<file path="src/rtl/bip_control_if.sv">
// Bus between the bip_control sequencer and the fetch port, data memory and datapath.
// The master modport is the control unit's view of the bus.
interface bip_control_if #(
    parameter int DATA_WIDTH   = 11,
    parameter int OPCODE_WIDTH = 5
);
    logic                               instr_req_out;
    logic [DATA_WIDTH-1:0]              instr_addr_out;
    logic                               instr_valid_in;
    logic [OPCODE_WIDTH+DATA_WIDTH-1:0] instr_data_in;
    logic [DATA_WIDTH-1:0]              operand_out;
    logic                               mem_rd_out;
    logic                               mem_wr_out;
    logic                               mem_ready_in;
    logic                               operation_out;
    logic                               b_sel_out;
    logic                               acc_wr_out;
    logic [1:0]                         acc_src_out;
    logic                               halted_out;
    logic                               error_out;

    modport master (
        output instr_req_out, instr_addr_out,
        input  instr_valid_in, instr_data_in,
        output operand_out, mem_rd_out, mem_wr_out,
        input  mem_ready_in,
        output operation_out, b_sel_out, acc_wr_out, acc_src_out,
        output halted_out, error_out
    );

    modport slave (
        input  instr_req_out, instr_addr_out,
        output instr_valid_in, instr_data_in,
        input  operand_out, mem_rd_out, mem_wr_out,
        output mem_ready_in,
        input  operation_out, b_sel_out, acc_wr_out, acc_src_out,
        input  halted_out, error_out
    );
endinterface

</file>
<file path="src/rtl/bip_control.sv">
// Multi-cycle fetch/decode/execute sequencer for the accumulator processor.
// Optional wait watchdog enabled by defining CTRL_TIMEOUT_EN.
module bip_control #(
    parameter int DATA_WIDTH     = 11,
    parameter int OPCODE_WIDTH   = 5,
    parameter int TIMEOUT_CYCLES = 64
) (
    input  logic          clock_in,
    input  logic          reset_in,
    bip_control_if.master bus
);
    localparam int IW = OPCODE_WIDTH + DATA_WIDTH;

    localparam logic [OPCODE_WIDTH-1:0] OP_HLT  = OPCODE_WIDTH'(0);
    localparam logic [OPCODE_WIDTH-1:0] OP_STO  = OPCODE_WIDTH'(1);
    localparam logic [OPCODE_WIDTH-1:0] OP_LD   = OPCODE_WIDTH'(2);
    localparam logic [OPCODE_WIDTH-1:0] OP_LDI  = OPCODE_WIDTH'(3);
    localparam logic [OPCODE_WIDTH-1:0] OP_ADD  = OPCODE_WIDTH'(4);
    localparam logic [OPCODE_WIDTH-1:0] OP_ADDI = OPCODE_WIDTH'(5);
    localparam logic [OPCODE_WIDTH-1:0] OP_SUB  = OPCODE_WIDTH'(6);
    localparam logic [OPCODE_WIDTH-1:0] OP_SUBI = OPCODE_WIDTH'(7);

    typedef enum logic [2:0] {
        S_IDLE, S_FETCH, S_DECODE, S_MEM, S_EXEC, S_HALT
    } state_t;

    state_t                state_q, state_d;
    logic [DATA_WIDTH-1:0] pc_q, pc_d;
    logic [IW-1:0]         ir_q, ir_d;
    logic [OPCODE_WIDTH-1:0] op_q, op_d;

    logic                  req_q, req_d;
    logic                  rd_q, rd_d;
    logic                  wr_q, wr_d;
    logic                  opn_q, opn_d;
    logic                  bsel_q, bsel_d;
    logic                  accwr_q, accwr_d;
    logic [1:0]            src_q, src_d;
    logic                  halt_q, halt_d;

    logic                  op_rd, op_wr, op_acc, op_sub, op_imm;

    assign op_q = ir_q[IW-1 -: OPCODE_WIDTH];
    assign op_d = ir_d[IW-1 -: OPCODE_WIDTH];

`ifdef CTRL_TIMEOUT_EN
    localparam int CW = $clog2(TIMEOUT_CYCLES + 1);
    logic [CW-1:0] wait_q;
    logic          to_hit;
    logic          err_q;
    logic          wait_lim;

    assign wait_lim = (wait_q == CW'(TIMEOUT_CYCLES - 1));
`else
    logic unused_cfg;
    assign unused_cfg = (TIMEOUT_CYCLES > 0);
`endif

    // Next-state, PC and IR.
    always_comb begin
        state_d = state_q;
        pc_d    = pc_q;
        ir_d    = ir_q;
`ifdef CTRL_TIMEOUT_EN
        to_hit  = 1'b0;
`endif
        case (state_q)
            S_IDLE: state_d = S_FETCH;
            S_FETCH: begin
                if (bus.instr_valid_in) begin
                    ir_d    = bus.instr_data_in;
                    state_d = S_DECODE;
                end
`ifdef CTRL_TIMEOUT_EN
                else if (wait_lim) begin
                    state_d = S_HALT;
                    to_hit  = 1'b1;
                end
`endif
            end
            S_DECODE: begin
                case (op_q)
                    OP_HLT:                         state_d = S_HALT;
                    OP_STO, OP_LD, OP_ADD, OP_SUB:  state_d = S_MEM;
                    default:                        state_d = S_EXEC;
                endcase
            end
            S_MEM: begin
                if (bus.mem_ready_in) begin
                    state_d = S_EXEC;
                end
`ifdef CTRL_TIMEOUT_EN
                else if (wait_lim) begin
                    state_d = S_HALT;
                    to_hit  = 1'b1;
                end
`endif
            end
            S_EXEC: begin
                pc_d    = pc_q + DATA_WIDTH'(1);
                state_d = S_FETCH;
            end
            S_HALT:  state_d = S_HALT;
            default: state_d = S_IDLE;
        endcase
    end

    // Opcode classes, taken from the IR value the next state will see.
    always_comb begin
        op_rd  = (op_d == OP_LD) || (op_d == OP_ADD) || (op_d == OP_SUB);
        op_wr  = (op_d == OP_STO);
        op_acc = (op_d == OP_LD)  || (op_d == OP_LDI) ||
                 (op_d == OP_ADD) || (op_d == OP_ADDI) ||
                 (op_d == OP_SUB) || (op_d == OP_SUBI);
        op_sub = (op_d == OP_SUB) || (op_d == OP_SUBI);
        op_imm = (op_d == OP_ADDI) || (op_d == OP_SUBI);
    end

    // Outputs are computed from the next state so the flops line up with state_q.
    always_comb begin
        req_d   = (state_d == S_FETCH);
        rd_d    = (state_d == S_MEM) && op_rd;
        wr_d    = (state_d == S_MEM) && op_wr;
        opn_d   = ((state_d == S_MEM) || (state_d == S_EXEC)) && op_sub;
        bsel_d  = ((state_d == S_MEM) || (state_d == S_EXEC)) && op_imm;
        accwr_d = (state_d == S_EXEC) && op_acc;
        src_d   = 2'b00;
        if (state_d == S_EXEC) begin
            if (op_d == OP_LD)       src_d = 2'b01;
            else if (op_d == OP_LDI) src_d = 2'b10;
        end
        halt_d  = (state_d == S_HALT);
    end

    always_ff @(posedge clock_in) begin
        if (reset_in) begin
            state_q <= S_IDLE;
            pc_q    <= '0;
            ir_q    <= '0;
            req_q   <= 1'b0;
            rd_q    <= 1'b0;
            wr_q    <= 1'b0;
            opn_q   <= 1'b0;
            bsel_q  <= 1'b0;
            accwr_q <= 1'b0;
            src_q   <= 2'b00;
            halt_q  <= 1'b0;
        end else begin
            state_q <= state_d;
            pc_q    <= pc_d;
            ir_q    <= ir_d;
            req_q   <= req_d;
            rd_q    <= rd_d;
            wr_q    <= wr_d;
            opn_q   <= opn_d;
            bsel_q  <= bsel_d;
            accwr_q <= accwr_d;
            src_q   <= src_d;
            halt_q  <= halt_d;
        end
    end

`ifdef CTRL_TIMEOUT_EN
    // Counts consecutive stalled cycles; any state change restarts it.
    always_ff @(posedge clock_in) begin
        if (reset_in) begin
            wait_q <= '0;
            err_q  <= 1'b0;
        end else begin
            if (state_d != state_q)
                wait_q <= '0;
            else if ((state_q == S_FETCH) || (state_q == S_MEM))
                wait_q <= wait_q + CW'(1);
            if (to_hit)
                err_q <= 1'b1;
        end
    end

    assign bus.error_out = err_q;
`else
    assign bus.error_out = 1'b0;
`endif

    assign bus.instr_req_out  = req_q;
    assign bus.instr_addr_out = pc_q;
    assign bus.operand_out    = ir_q[DATA_WIDTH-1:0];
    assign bus.mem_rd_out     = rd_q;
    assign bus.mem_wr_out     = wr_q;
    assign bus.operation_out  = opn_q;
    assign bus.b_sel_out      = bsel_q;
    assign bus.acc_wr_out     = accwr_q;
    assign bus.acc_src_out    = src_q;
    assign bus.halted_out     = halt_q;
endmodule

</file>
<file path="src/flat_wrapper.sv">
// flat-port wrapper written by rule: the top's interface ports become plain ports
module bip_control_flat 
#(
    parameter int DATA_WIDTH     = 11,
    parameter int OPCODE_WIDTH   = 5,
    parameter int TIMEOUT_CYCLES = 64
)
  (clock_in, reset_in, bus_instr_req_out, bus_instr_addr_out, bus_instr_valid_in, bus_instr_data_in, bus_operand_out, bus_mem_rd_out, bus_mem_wr_out, bus_mem_ready_in, bus_operation_out, bus_b_sel_out, bus_acc_wr_out, bus_acc_src_out, bus_halted_out, bus_error_out);
  bip_control_if #(.DATA_WIDTH(DATA_WIDTH), .OPCODE_WIDTH(OPCODE_WIDTH)) bus_i ();
  input  logic clock_in;
  input  logic reset_in;
  output wire logic [$bits(bus_i.instr_req_out)-1:0] bus_instr_req_out;
  output wire logic [$bits(bus_i.instr_addr_out)-1:0] bus_instr_addr_out;
  input wire logic [$bits(bus_i.instr_valid_in)-1:0] bus_instr_valid_in;
  input wire logic [$bits(bus_i.instr_data_in)-1:0] bus_instr_data_in;
  output wire logic [$bits(bus_i.operand_out)-1:0] bus_operand_out;
  output wire logic [$bits(bus_i.mem_rd_out)-1:0] bus_mem_rd_out;
  output wire logic [$bits(bus_i.mem_wr_out)-1:0] bus_mem_wr_out;
  input wire logic [$bits(bus_i.mem_ready_in)-1:0] bus_mem_ready_in;
  output wire logic [$bits(bus_i.operation_out)-1:0] bus_operation_out;
  output wire logic [$bits(bus_i.b_sel_out)-1:0] bus_b_sel_out;
  output wire logic [$bits(bus_i.acc_wr_out)-1:0] bus_acc_wr_out;
  output wire logic [$bits(bus_i.acc_src_out)-1:0] bus_acc_src_out;
  output wire logic [$bits(bus_i.halted_out)-1:0] bus_halted_out;
  output wire logic [$bits(bus_i.error_out)-1:0] bus_error_out;
  assign bus_instr_req_out = bus_i.instr_req_out;
  assign bus_instr_addr_out = bus_i.instr_addr_out;
  assign bus_i.instr_valid_in = bus_instr_valid_in;
  assign bus_i.instr_data_in = bus_instr_data_in;
  assign bus_operand_out = bus_i.operand_out;
  assign bus_mem_rd_out = bus_i.mem_rd_out;
  assign bus_mem_wr_out = bus_i.mem_wr_out;
  assign bus_i.mem_ready_in = bus_mem_ready_in;
  assign bus_operation_out = bus_i.operation_out;
  assign bus_b_sel_out = bus_i.b_sel_out;
  assign bus_acc_wr_out = bus_i.acc_wr_out;
  assign bus_acc_src_out = bus_i.acc_src_out;
  assign bus_halted_out = bus_i.halted_out;
  assign bus_error_out = bus_i.error_out;
  bip_control #(.DATA_WIDTH(DATA_WIDTH), .OPCODE_WIDTH(OPCODE_WIDTH), .TIMEOUT_CYCLES(TIMEOUT_CYCLES)) u_core (.clock_in(clock_in), .reset_in(reset_in), .bus(bus_i));
endmodule
</file>
<file path="config.mk">
export PLATFORM = sky130hd
export DESIGN_NAME = bip_control_flat
export DESIGN_NICKNAME = d
export VERILOG_FILES = /design/src/rtl/bip_control_if.sv /design/src/rtl/bip_control.sv /design/src/flat_wrapper.sv
export SDC_FILE = /design/constraint.sdc
export NUM_CORES = 1
export LEC_CHECK = 0
export ABC_CLOCK_PERIOD_IN_PS = 2250
export CORE_ASPECT_RATIO = 0.6
export CORE_MARGIN = 1
export CORE_UTILIZATION = 45
export DETAILED_ROUTE_END_ITERATION = 10
export PLACE_DENSITY_LB_ADDON = 0.1
export SLEW_MARGIN = 20
export SYNTH_ARGS = -nofsm -noshare
export SYNTH_HDL_FRONTEND = slang
export SYNTH_SLANG_ARGS = --single-unit
</file>
<file path="constraint.sdc">
create_clock -name clock_in -period 2.25 [get_ports clock_in]
set_input_delay 0.225 -clock clock_in [delete_from_list [all_inputs] [get_ports clock_in]]
set_output_delay 0.225 -clock clock_in [all_outputs]
set_load 0.005 [all_outputs]
</file>
==> key figures <==
Run status
  • Status: finished clean

Synth
  • Sequential area share after synthesis: 0.4585
  • Synth Register Bits: 39
  • EDFF count, synth: 0
  • Synthesized Nets: 211
  • Ys Warns: 0
  • Yosys cell types: 39
  • Ys flop type: dfxtp_1
  • Mapped Cells: 190
  • Syn_area_per_cell: 8.963 µm²
  • Post-Syn Area: 1703 µm²
  • Async S/R FF share, synth: 0

STA
  • RSZ-0062 raised after global routing: no
  • Setup ws final: 0.4574 ns
  • Fmax: 0.5579 GHz
  • Fin crit share: 0.7967
  • Minimum clock period after layout: 1.793 ns
  • Worst Hold Slack: 0.4553 ns
  • Final Hold Fails: 0
  • Fin Setup TNS: 0 ns
  • Pins Over Slew Limit: 0
  • Endpoints failing setup: 0
  • Max Clock Skew: 0.006729 ns

Routing
  • DRT antenna net count: 0
  • Top Layer Used: met4
  • Met1 WL: 1835 µm
  • Final wirelength: between 3000 and 4000 µm
  • 1st-pass router iterations: 4
  • WL met2: 1667 µm
  • Iter 0 DRT Violations: 70
  • Via count: 1379
  • DR DRC count: 0
  • Wire length per cell: 13.66 µm
  • DR vias/cell: 4.996
  • Routed wl met3: around 230 µm

Die
  • Full die area: 4042 µm²
  • Die W: 81.42 µm
  • Core box area: 3423 µm²
  • Die Y: 49.65 µm
  • Initial core utilization: 0.4974
  • # IOs: 52
  • Rows: 16

Worst setup path
  • Cell chain of the critical path: and4bb_4, mux2i_1, a21bo_1, nor4_2
  • Setup CP Type: reg -> reg
  • Largest stage delay, worst path: 0.50 ns
  • Worst Path Arrival: 1.99 ns
  • Nature of the critical path endpoint: flip-flop
  • CP Data Required Time: 2.45 ns
  • Crit-path max FO: 12
  • Worst setup SP type: flip-flop
  • Slowest-stage cell, CP: dfxtp_1

Global route
  • GRT Total Usage: 0.2058
  • Wire length of the first global-routing pass: 6175 µm
  • Largest net degree at the start of global routing: 20
  • Vias in the first global route: 1286
  • Antenna violations before repair: 0
  • Total global routing overflow: 0

Clock tree
  • H-tree depth: 2
  • Worst-Skew Late Latency: 0.28 ns
  • Root buf cell: clkbuf_8
  • CTS tree: built
  • Clock Pin Slew Worst Setup and Hold Paths: 0.07 ns
  • Clock buffer depth: 2
  • CTS resizes: 0
  • Cts bufs inserted: 5
  • Postcts setup bufs: 0
  • CTS Sinks: 39
  • CTS Hold Buffers Added: 0

Placement
  • Port bufs: 50
  • Dpl hpwl: 2834 µm
  • Placed cell count: 269
  • RD Place Congestion: roughly 0.86
  • Setup WS pre-CTS: about 0.28 ns

Layout
  • Area Growth Syn to Fin: 31.96%
  • Nets: approximately 250
  • Share of cells above drive strength 1: 0.09957
  • Non-filler cells, final: 276
  • Antenna diode count: 0
  • Fillers: 288

Power and ir drop
  • P_leak: 0.7682 nW
  • Peak VDD IR: 0.0005208 V
  • Pwr dens: between 600 and 700 nW/µm²

Hold path
  • Hold crit path type: reg -> reg

Run
  • Max_cap viols: 0
## synth_stat cells, types with 2 or more instances
cell type | count | share of area
o211ai_1 | 3 | 0.013
nor3_1 | 8 | 0.024
xor2_1 | 3 | 0.015
buf_4 | 12 | 0.053
a21oi_1 | 18 | 0.053
nand2_1 | 33 | 0.073
nor4_2 | 3 | 0.022
nor2_1 | 15 | 0.033
clkbuf_1 | 5 | 0.011
inv_1 | 3 | 0.0066
o21a_1 | 2 | 0.0088
or3_1 | 2 | 0.0073
buf_2 | 2 | 0.0059
nor4b_2 | 2 | 0.018
nand3_1 | 2 | 0.0059
nor2b_1 | 3 | 0.011
xnor2_1 | 6 | 0.031
nand4_1 | 5 | 0.018
nor3_2 | 2 | 0.012
nand3b_1 | 3 | 0.013
nand4bb_1 | 2 | 0.013
dfxtp_1 | 39 | 0.46
## sequential cells by signal, indices dropped and copies added, names as in the netlist
register	count
u_core.bus.mem_rd_out	1
u_core.state_q	3
u_core.bus.instr_req_out	1
u_core.bus.b_sel_out	1
u_core.bus.halted_out	1
u_core.bus.acc_src_out	2
u_core.bus.mem_wr_out	1
u_core.bus.operation_out	1
u_core.bus.acc_wr_out	1
u_core.bus.instr_addr_out	11
u_core.ir_q	16
## cell type report
cell class                      instances  area (µm²)  area share
Clock buffer                            6       82.58     0.03675
Sequential cell                        39       780.7      0.3474
Multi-Input combinational cell        128       780.7      0.3474
Tap cell                               45       56.30     0.02506
Clock inverter                          1       5.005    0.002227
Timing Repair Buffer                   54       530.5      0.2361
Inverter                                3       11.26    0.005011
## cells in the final DEF (no fill, tap or decap), drive strengths merged
cell           instances
a21o                   1
nand3b                 3
nor2                  15
and3                   1
nand3                  2
buf                    4
o211ai                 3
mux2i                  2
nand4                  5
o21ai                  2
and2b                  1
a21oi                 18
nor3                  10
clkdlybuf4s50         50
nor4b                  2
nand4bb                2
a21bo                  1
and2                   1
nor4                   3
nand2b                 1
o21a                   2
inv                    3
dfxtp                 39
or3                    2
nor2b                  3
clkbuf                 6
ha                     1
nand2                 33
clkinv                 1
conb                   1
xor2                   3
xnor2                  6
and4bb                 1
a2111oi                1
nor3b                  1
or3b                   1
## stage by stage
stage | utilization | total power, mW | area [µm²]
final | 0.6564 | 1.474 | 2247
after detailed placement | 0.6308 | 1.022 | 2160
after global routing | 0.6564 | 1.547 | 2247
after floorplan | - | 0.9312 | 1703
after global placement | 0.6308 | 1.013 | 2160
after CTS | 0.6564 | 1.486 | 2247
## layer usage
metal  vias to the layer above  track usage
met5                         -            0
met4                         0      0.06250
met3                         4      0.06481
met2                        34       0.3097
met1                       628       0.2789
li1                        713            -
## worst paths after layout
kind	start	to	slack (ns)	depth (start not counted)
setup reg to reg	u_core.state_q[0]	u_core.bus.mem_wr_out	0.46	4
hold / removal	u_core.ir_q[10]	u_core.ir_q[10]	0.46	2
hold reg to reg	u_core.ir_q[10]	u_core.ir_q[10]	0.46	2
setup / recovery	u_core.state_q[0]	u_core.bus.mem_wr_out	0.46	4
## power breakdown
part | leakage (nW) | switching, mW | total, mW | internal, mW
logic | 0.405 | 0.119 | 0.250 | 0.132
registers | 0.317 | 0.0312 | 0.757 | 0.726
clock network | 0.0470 | 0.227 | 0.467 | 0.240
total | 0.768 | 0.376 | 1.47 | 1.10
## critical path: cells and delay by family (launching register included)
family,cells,cell delay [ns]
simple gates,2,0.51
flops,1,0.50
mux,1,0.42
compound gates,1,0.27
## kinds of logic after synthesis
family,Yosys count,share of synthesized area
mux,2,0.01396
flops,39,0.4585
other cells,1,0.002202
buf+inv,23,0.08303
fa+ha+maj,1,0.007346
simple gates,87,0.2888
compound gates,28,0.09992
xor+xnor,9,0.04629
(Power assumes the default switching activity.)
==> patch 1: new RTL, config.mk and constraints unchanged <==
Encoding of `state_t`: now one-hot (6 bits for 6 states).
--- a/src/rtl/bip_control.sv
+++ b/src/rtl/bip_control.sv
@@ -20,8 +20,8 @@
     localparam logic [OPCODE_WIDTH-1:0] OP_SUB  = OPCODE_WIDTH'(6);
     localparam logic [OPCODE_WIDTH-1:0] OP_SUBI = OPCODE_WIDTH'(7);
 
-    typedef enum logic [2:0] {
-        S_IDLE, S_FETCH, S_DECODE, S_MEM, S_EXEC, S_HALT
+    typedef enum logic [5:0] {
+        S_IDLE = 6'b000001, S_FETCH = 6'b000010, S_DECODE = 6'b000100, S_MEM = 6'b001000, S_EXEC = 6'b010000, S_HALT = 6'b100000
     } state_t;
 
     state_t                state_q, state_d;
Function: same outputs for any inputs over 10 cycles, from zero or initial values and one cycle with reset_in high; not proved beyond that.
==> patch 1 against the unedited design <==
Worst setup slack got worse by 140 ps; combinational power decreased by 36%; sequential cell count increased by 3; wire length increased by 9.4%; power increased by 3.2%; maximum frequency decreased by 7.3%; non-clock buffer count unchanged; cell area increased by 8.6%; die area increased by 10%; synthesized area increased by 11%; cell count increased by 12%; via count increased by 18%.
==> patch 1: results (changes against the unedited design) <==
GRT
  – Antenna violations before repair: 0 (unchanged)
  – Maximum number of pins on one net before global-route repair: 43 (+110%)
  – Met2 routing resource usage after global routing: 30.3% (-0.71 points)
  – Met3 track demand over resource: 7.30% (+0.82 points)
  – Total global-route track usage: 20.3% (-0.29 points)
  – Wire length of the first global-routing pass: 6890 um (+12%)
  – Fraction of met1 tracks used by global routing: 27.5% (-0.39 points)
  – Via count of the first global-routing pass: 1479 (+15%)

Placement
  – Placer's final routability congestion estimate: 0.816 (-4.8%)
  – Post-detailed-placement cell area: 0.00233 mm^2 (+8.1%)
  – Placed wire-length estimate: 2860 um (+1.0%)
  – Number of port buffers: 50 (unchanged)

Routing
  – Initial DRT Pass Iterations: 4 (unchanged)
  – Routed wire length: 4130 um (+9.4%)
  – 1st-iter DRT viols: 106 (+51%)
  – Vias after detailed routing: 1630 (+18%)

Min path
  – Worst min-delay path category: reg2reg
  – Hold Path Depth: 2 (unchanged)

Clocking
  – CTS root buf: sky130_fd_sc_hd__clkbuf_8
  – Worst skew pair latency: 290 ps
  – CTS-repair resized insts: 0 (unchanged)
  – CTS max path bufs: 2 (unchanged)
  – CTS clk-pin slew, worst paths: 80 ps
  – TritonCTS buffer count: 5 (unchanged)
  – CTS H-tree lvls: 2 (unchanged)
  – Post-CTS Repair Setup Buffers: 0 (unchanged)

Power and ir drop
  – Leakage power: 0.813 nW (+5.8%)
  – VDD IR max: 0.368 mV (-29%)
  – Switching portion of total power: 22.5% (-3.0 points)

Final layout
  – Flip-flop count of the largest register, all copies and words added: 16 (unchanged)
  – Nets: 282 (+12%)
  – Share of layout cells above drive strength 1: 4.96% (-5.0 points)
  – Register containing the most flip-flops in the final layout: u_core.ir_q
  – Ant. Diodes: 0 (unchanged)

Worst setup path
  – Largest driver fanout on the critical path: 21 (+9)
  – Top Family by Delay on Critical Path: simple AND/OR/NAND/NOR gates
  – Max incr delay on CP: 500 ps (about the same)
  – Worst setup EP type: flop
  – Critical Path Slowest Stage Cell: sky130_fd_sc_hd__dfxtp_1
  – Path depth of the worst reg2reg path: 5 (+1)

Run status
  – Outcome: complete, no violations

Synthesis
  – Largest cells by area after synthesis: sky130_fd_sc_hd__dfxtp_1, sky130_fd_sc_hd__nand2_1, sky130_fd_sc_hd__a21oi_1
  – Sequential share of the synthesized area: 44.7% (-1.2 points)
  – Net count after synthesis: 244 (+16%)
  – Distinct cells, synth: 39 (unchanged)
  – Yosys warnings: 0 (unchanged)
  – Top cell types by occurrence after synthesis: sky130_fd_sc_hd__dfxtp_1, sky130_fd_sc_hd__nand2_1, sky130_fd_sc_hd__a21oi_1, sky130_fd_sc_hd__nor2_1, sky130_fd_sc_hd__buf_4
  – Async set-or-reset flop fraction in the synthesized netlist: 0% (unchanged)

STA
  – Final clock skew: 8.28 ps (+1.55 ps)
patch 1: logic make-up (layout without fill, tap and decap cells):
group           after synthesis  count (layout)  share of synthesized area, %
flops                        42              42                          44.7
fa+ha+maj                     1               1                         0.664
mux                           2               2                          1.06
xor+xnor                     10              10                          4.65
other cells                   1               1                         0.199
compound gates               35              35                          11.0
simple gates                104             104                          29.4
buf+inv                      28              67                          8.31
patch 1: layout make-up:
| type | count | area, um^2 |
|---|---|---|
| clock buffer | 7 | 76.3 |
| clock inverter | 1 | 30.0 |
| fill | 346 | 1390 |
| inverter | 5 | 18.8 |
| multi-input combinational | 153 | 886 |
| sequential | 42 | 841 |
| tap | 47 | 58.8 |
| timing repair buffer | 54 | 531 |
patch 1: final timing paths:
kind                     start                    to  slack, ps
max reg2reg  u_core.state_q[1]  u_core.bus.b_sel_out        320
min             u_core.ir_q[5]        u_core.ir_q[5]        450
max          u_core.state_q[1]  u_core.bus.b_sel_out        320
min reg2reg     u_core.ir_q[5]        u_core.ir_q[5]        450
patch 1: tightest hold or removal path, cell delays in order, from the launching register on:
cell	delay [ps]
sky130_fd_sc_hd__dfxtp_1	310
sky130_fd_sc_hd__nand2_1	50
sky130_fd_sc_hd__a21oi_1	50
patch 1: per-layer routing:
layer / part of all wire (%) / wire [um]
met5: 0 / 0
met3: 11 / 461
met1: 48 / 1990
met2: 40 / 1660
met4: 0.34 / 14
patch 1: power by group through the flow:
stage | Clock, mW | Combinational, mW | Sequential (mW)
2_1_floorplan | 0 | 0.0938 | 0.793
3_3_place_gp | 0 | 0.160 | 0.797
3_5_place_dp | 0 | 0.160 | 0.797
4_1_cts | 0.595 | 0.161 | 0.779
5_1_grt | 0.625 | 0.179 | 0.782
6_report | 0.580 | 0.161 | 0.780
patch 1: through the flow:
| stage | instances | worst slack (ps) | utilization (%) |
|---|---|---|---|
| after floorplan | 223 | 701 | - |
| after global placement | 301 | 520 | 61.0 |
| after detailed placement | 301 | 377 | 61.0 |
| after CTS | 309 | 366 | 63.8 |
| after global routing | 309 | 206 | 63.8 |
| final | 309 | 316 | 63.8 |
==> patch 2: new RTL, config.mk and constraints unchanged <==
Without the edit above. `OPCODE_WIDTH` is set to 5 in 3 places; all go to 7.
--- a/src/rtl/bip_control_if.sv
+++ b/src/rtl/bip_control_if.sv
@@ -2,7 +2,7 @@
 // The master modport is the control unit's view of the bus.
 interface bip_control_if #(
     parameter int DATA_WIDTH   = 11,
-    parameter int OPCODE_WIDTH = 5
+    parameter int OPCODE_WIDTH = 7
 );
     logic                               instr_req_out;
     logic [DATA_WIDTH-1:0]              instr_addr_out;
--- a/src/rtl/bip_control.sv
+++ b/src/rtl/bip_control.sv
@@ -2,7 +2,7 @@
 // Optional wait watchdog enabled by defining CTRL_TIMEOUT_EN.
 module bip_control #(
     parameter int DATA_WIDTH     = 11,
-    parameter int OPCODE_WIDTH   = 5,
+    parameter int OPCODE_WIDTH   = 7,
     parameter int TIMEOUT_CYCLES = 64
 ) (
     input  logic          clock_in,
--- a/src/flat_wrapper.sv
+++ b/src/flat_wrapper.sv
@@ -2,7 +2,7 @@
 module bip_control_flat 
 #(
     parameter int DATA_WIDTH     = 11,
-    parameter int OPCODE_WIDTH   = 5,
+    parameter int OPCODE_WIDTH   = 7,
     parameter int TIMEOUT_CYCLES = 64
 )
   (clock_in, reset_in, bus_instr_req_out, bus_instr_addr_out, bus_instr_valid_in, bus_instr_data_in, bus_operand_out, bus_mem_rd_out, bus_mem_wr_out, bus_mem_ready_in, bus_operation_out, bus_b_sel_out, bus_acc_wr_out, bus_acc_src_out, bus_halted_out, bus_error_out);
Interface: changed (resized bus_instr_data_in); port bits go from 52 to 54. The function was not compared with the original's and may differ.
==> patch 2 against the unedited design <==
The flow now finishes with violations (DRC); maximum frequency increased by 8.5%; cell count increased by 8.0%; non-clock buffer count increased by 2; synthesized cell count increased by 12%; power barely moved; sequential cell count rose by 2; cell area is 5.4% higher; synthesized area grew 6.8%; wire length grew 1.9%; worst setup slack better by 140 ps; sequential power up 2.6%; hold slack barely moved; largest cell class is now multi-input combinational cells; largest power group unchanged; highest routed layer unchanged.
==> patch 2: results (changes against the unedited design) <==
STA
  – Hold Slack: 456 ps (+0.265 ps)

Worst setup path
  – Path depth of the worst reg2reg path: 3 (-1)
  – Reg-to-reg critical path startpoint: u_core.ir_q[14]
  – Max incr delay on CP: 610 ps (+110 ps)
  – Largest driver fanout on the critical path: 9 (-3)
  – Critical Path Slowest Stage Cell: sky130_fd_sc_hd__or4_4

GRT
  – Maximum number of pins on one net before global-route repair: 22 (+10%)
  – Met2 routing resource usage after global routing: 27.9% (-3.1 points)
  – Total global-route track usage: 19.0% (-1.6 points)
  – Via count of the first global-routing pass: 1358 (+5.6%)

Final layout
  – Nets: 274 (+8.7%)
  – Share of layout cells above drive strength 1: 7.17% (-2.8 points)

Placement
  – Number of port buffers: 52 (+4.0%)
  – Post-detailed-placement cell area: 0.00228 mm^2 (+5.5%)
  – Post-Place Setup Slack: 306 ps (+29.4 ps)
  – Count of placed standard cells including taps: 291 (+8.2%)

Routing
  – Routed wire length: 3840 um (+1.9%)
  – Met1 layer wirelength in the final routing: 1970 um (+7.2%)
  – 1st-iter DRT viols: 54 (-23%)
  – Post-detailed-route DRC marker count: 8 (+8)
  – Sum of met3 wire segment lengths after detailed routing: 231 um (+0.87%)

Synthesis
  – Top cell types by occurrence after synthesis: sky130_fd_sc_hd__dfxtp_1, sky130_fd_sc_hd__nand2_1, sky130_fd_sc_hd__nor2_1, sky130_fd_sc_hd__a21oi_1, sky130_fd_sc_hd__buf_4
  – Sequential share of the synthesized area: 45.1% (-0.73 points)
  – Mean instance size in the synthesized netlist: 8.54 um^2 (-4.7%)
  – Largest cells by area after synthesis: sky130_fd_sc_hd__dfxtp_1, sky130_fd_sc_hd__nand2_1, sky130_fd_sc_hd__a21oi_1

Power and ir drop
  – Leakage power: 0.858 nW (+12%)
  – VDD IR max: 0.371 mV (-29%)

Run status
  – Failing checks: DRC
  – Outcome: complete, but fails checks
==> patch 2: cell count changes after synthesis, sizes merged, moves of 3 or more <==
cell,change
xnor2,-4
nor3,-3
o211ai,-3
xor2,+4
nor2,+8
clkbuf,+3
nand2,+3
==> patch 2: how the worst max path moves through the flow <==
| stage | start | slack [ps] | endpoint |
|---|---|---|---|
| floorplan | u_core.ir_q[14] | 630 | u_core.state_q[1] |
| global placement | bus_instr_data_in[14] | 360 | u_core.bus.acc_src_out[1] |
| detailed placement | bus_instr_data_in[14] | 310 | u_core.bus.acc_src_out[1] |
| CTS | u_core.ir_q[14] | 590 | u_core.bus.mem_wr_out |
| global route | u_core.state_q[1] | 480 | u_core.bus.acc_src_out[0] |
| finish | u_core.ir_q[14] | 600 | u_core.bus.mem_wr_out |
==> patch 2: layout make-up <==
| class | count | area (um^2) |
|---|---|---|
| clock buffer | 6 | 82.6 |
| clock inverter | 1 | 7.51 |
| fill | 324 | 1400 |
| inverter | 2 | 7.51 |
| multi-input combinational | 145 | 841 |
| sequential | 41 | 821 |
| tap | 47 | 58.8 |
| timing repair buffer | 56 | 551 |
==> patch 2: report_power, final <==
group | internal (mW) | total (mW) | switching, mW | leakage, nW
Clock | 0.243 | 0.493 | 0.250 | 0.0433
Combinational | 0.108 | 0.204 | 0.0959 | 0.482
Sequential | 0.751 | 0.777 | 0.0257 | 0.333
Total | 1.10 | 1.47 | 0.372 | 0.858
==> patch 2: cells by family after synthesis <==
family | synth area share [%]
AO/OA/AOI/OAI | 10.9
XOR/XNOR | 4.33
adder cells (fa/ha/maj) | 0.688
buffers and inverters | 8.67
flip-flops | 45.1
multiplexers | 1.10
other | 0.206
AND/OR/NAND/NOR | 29.0
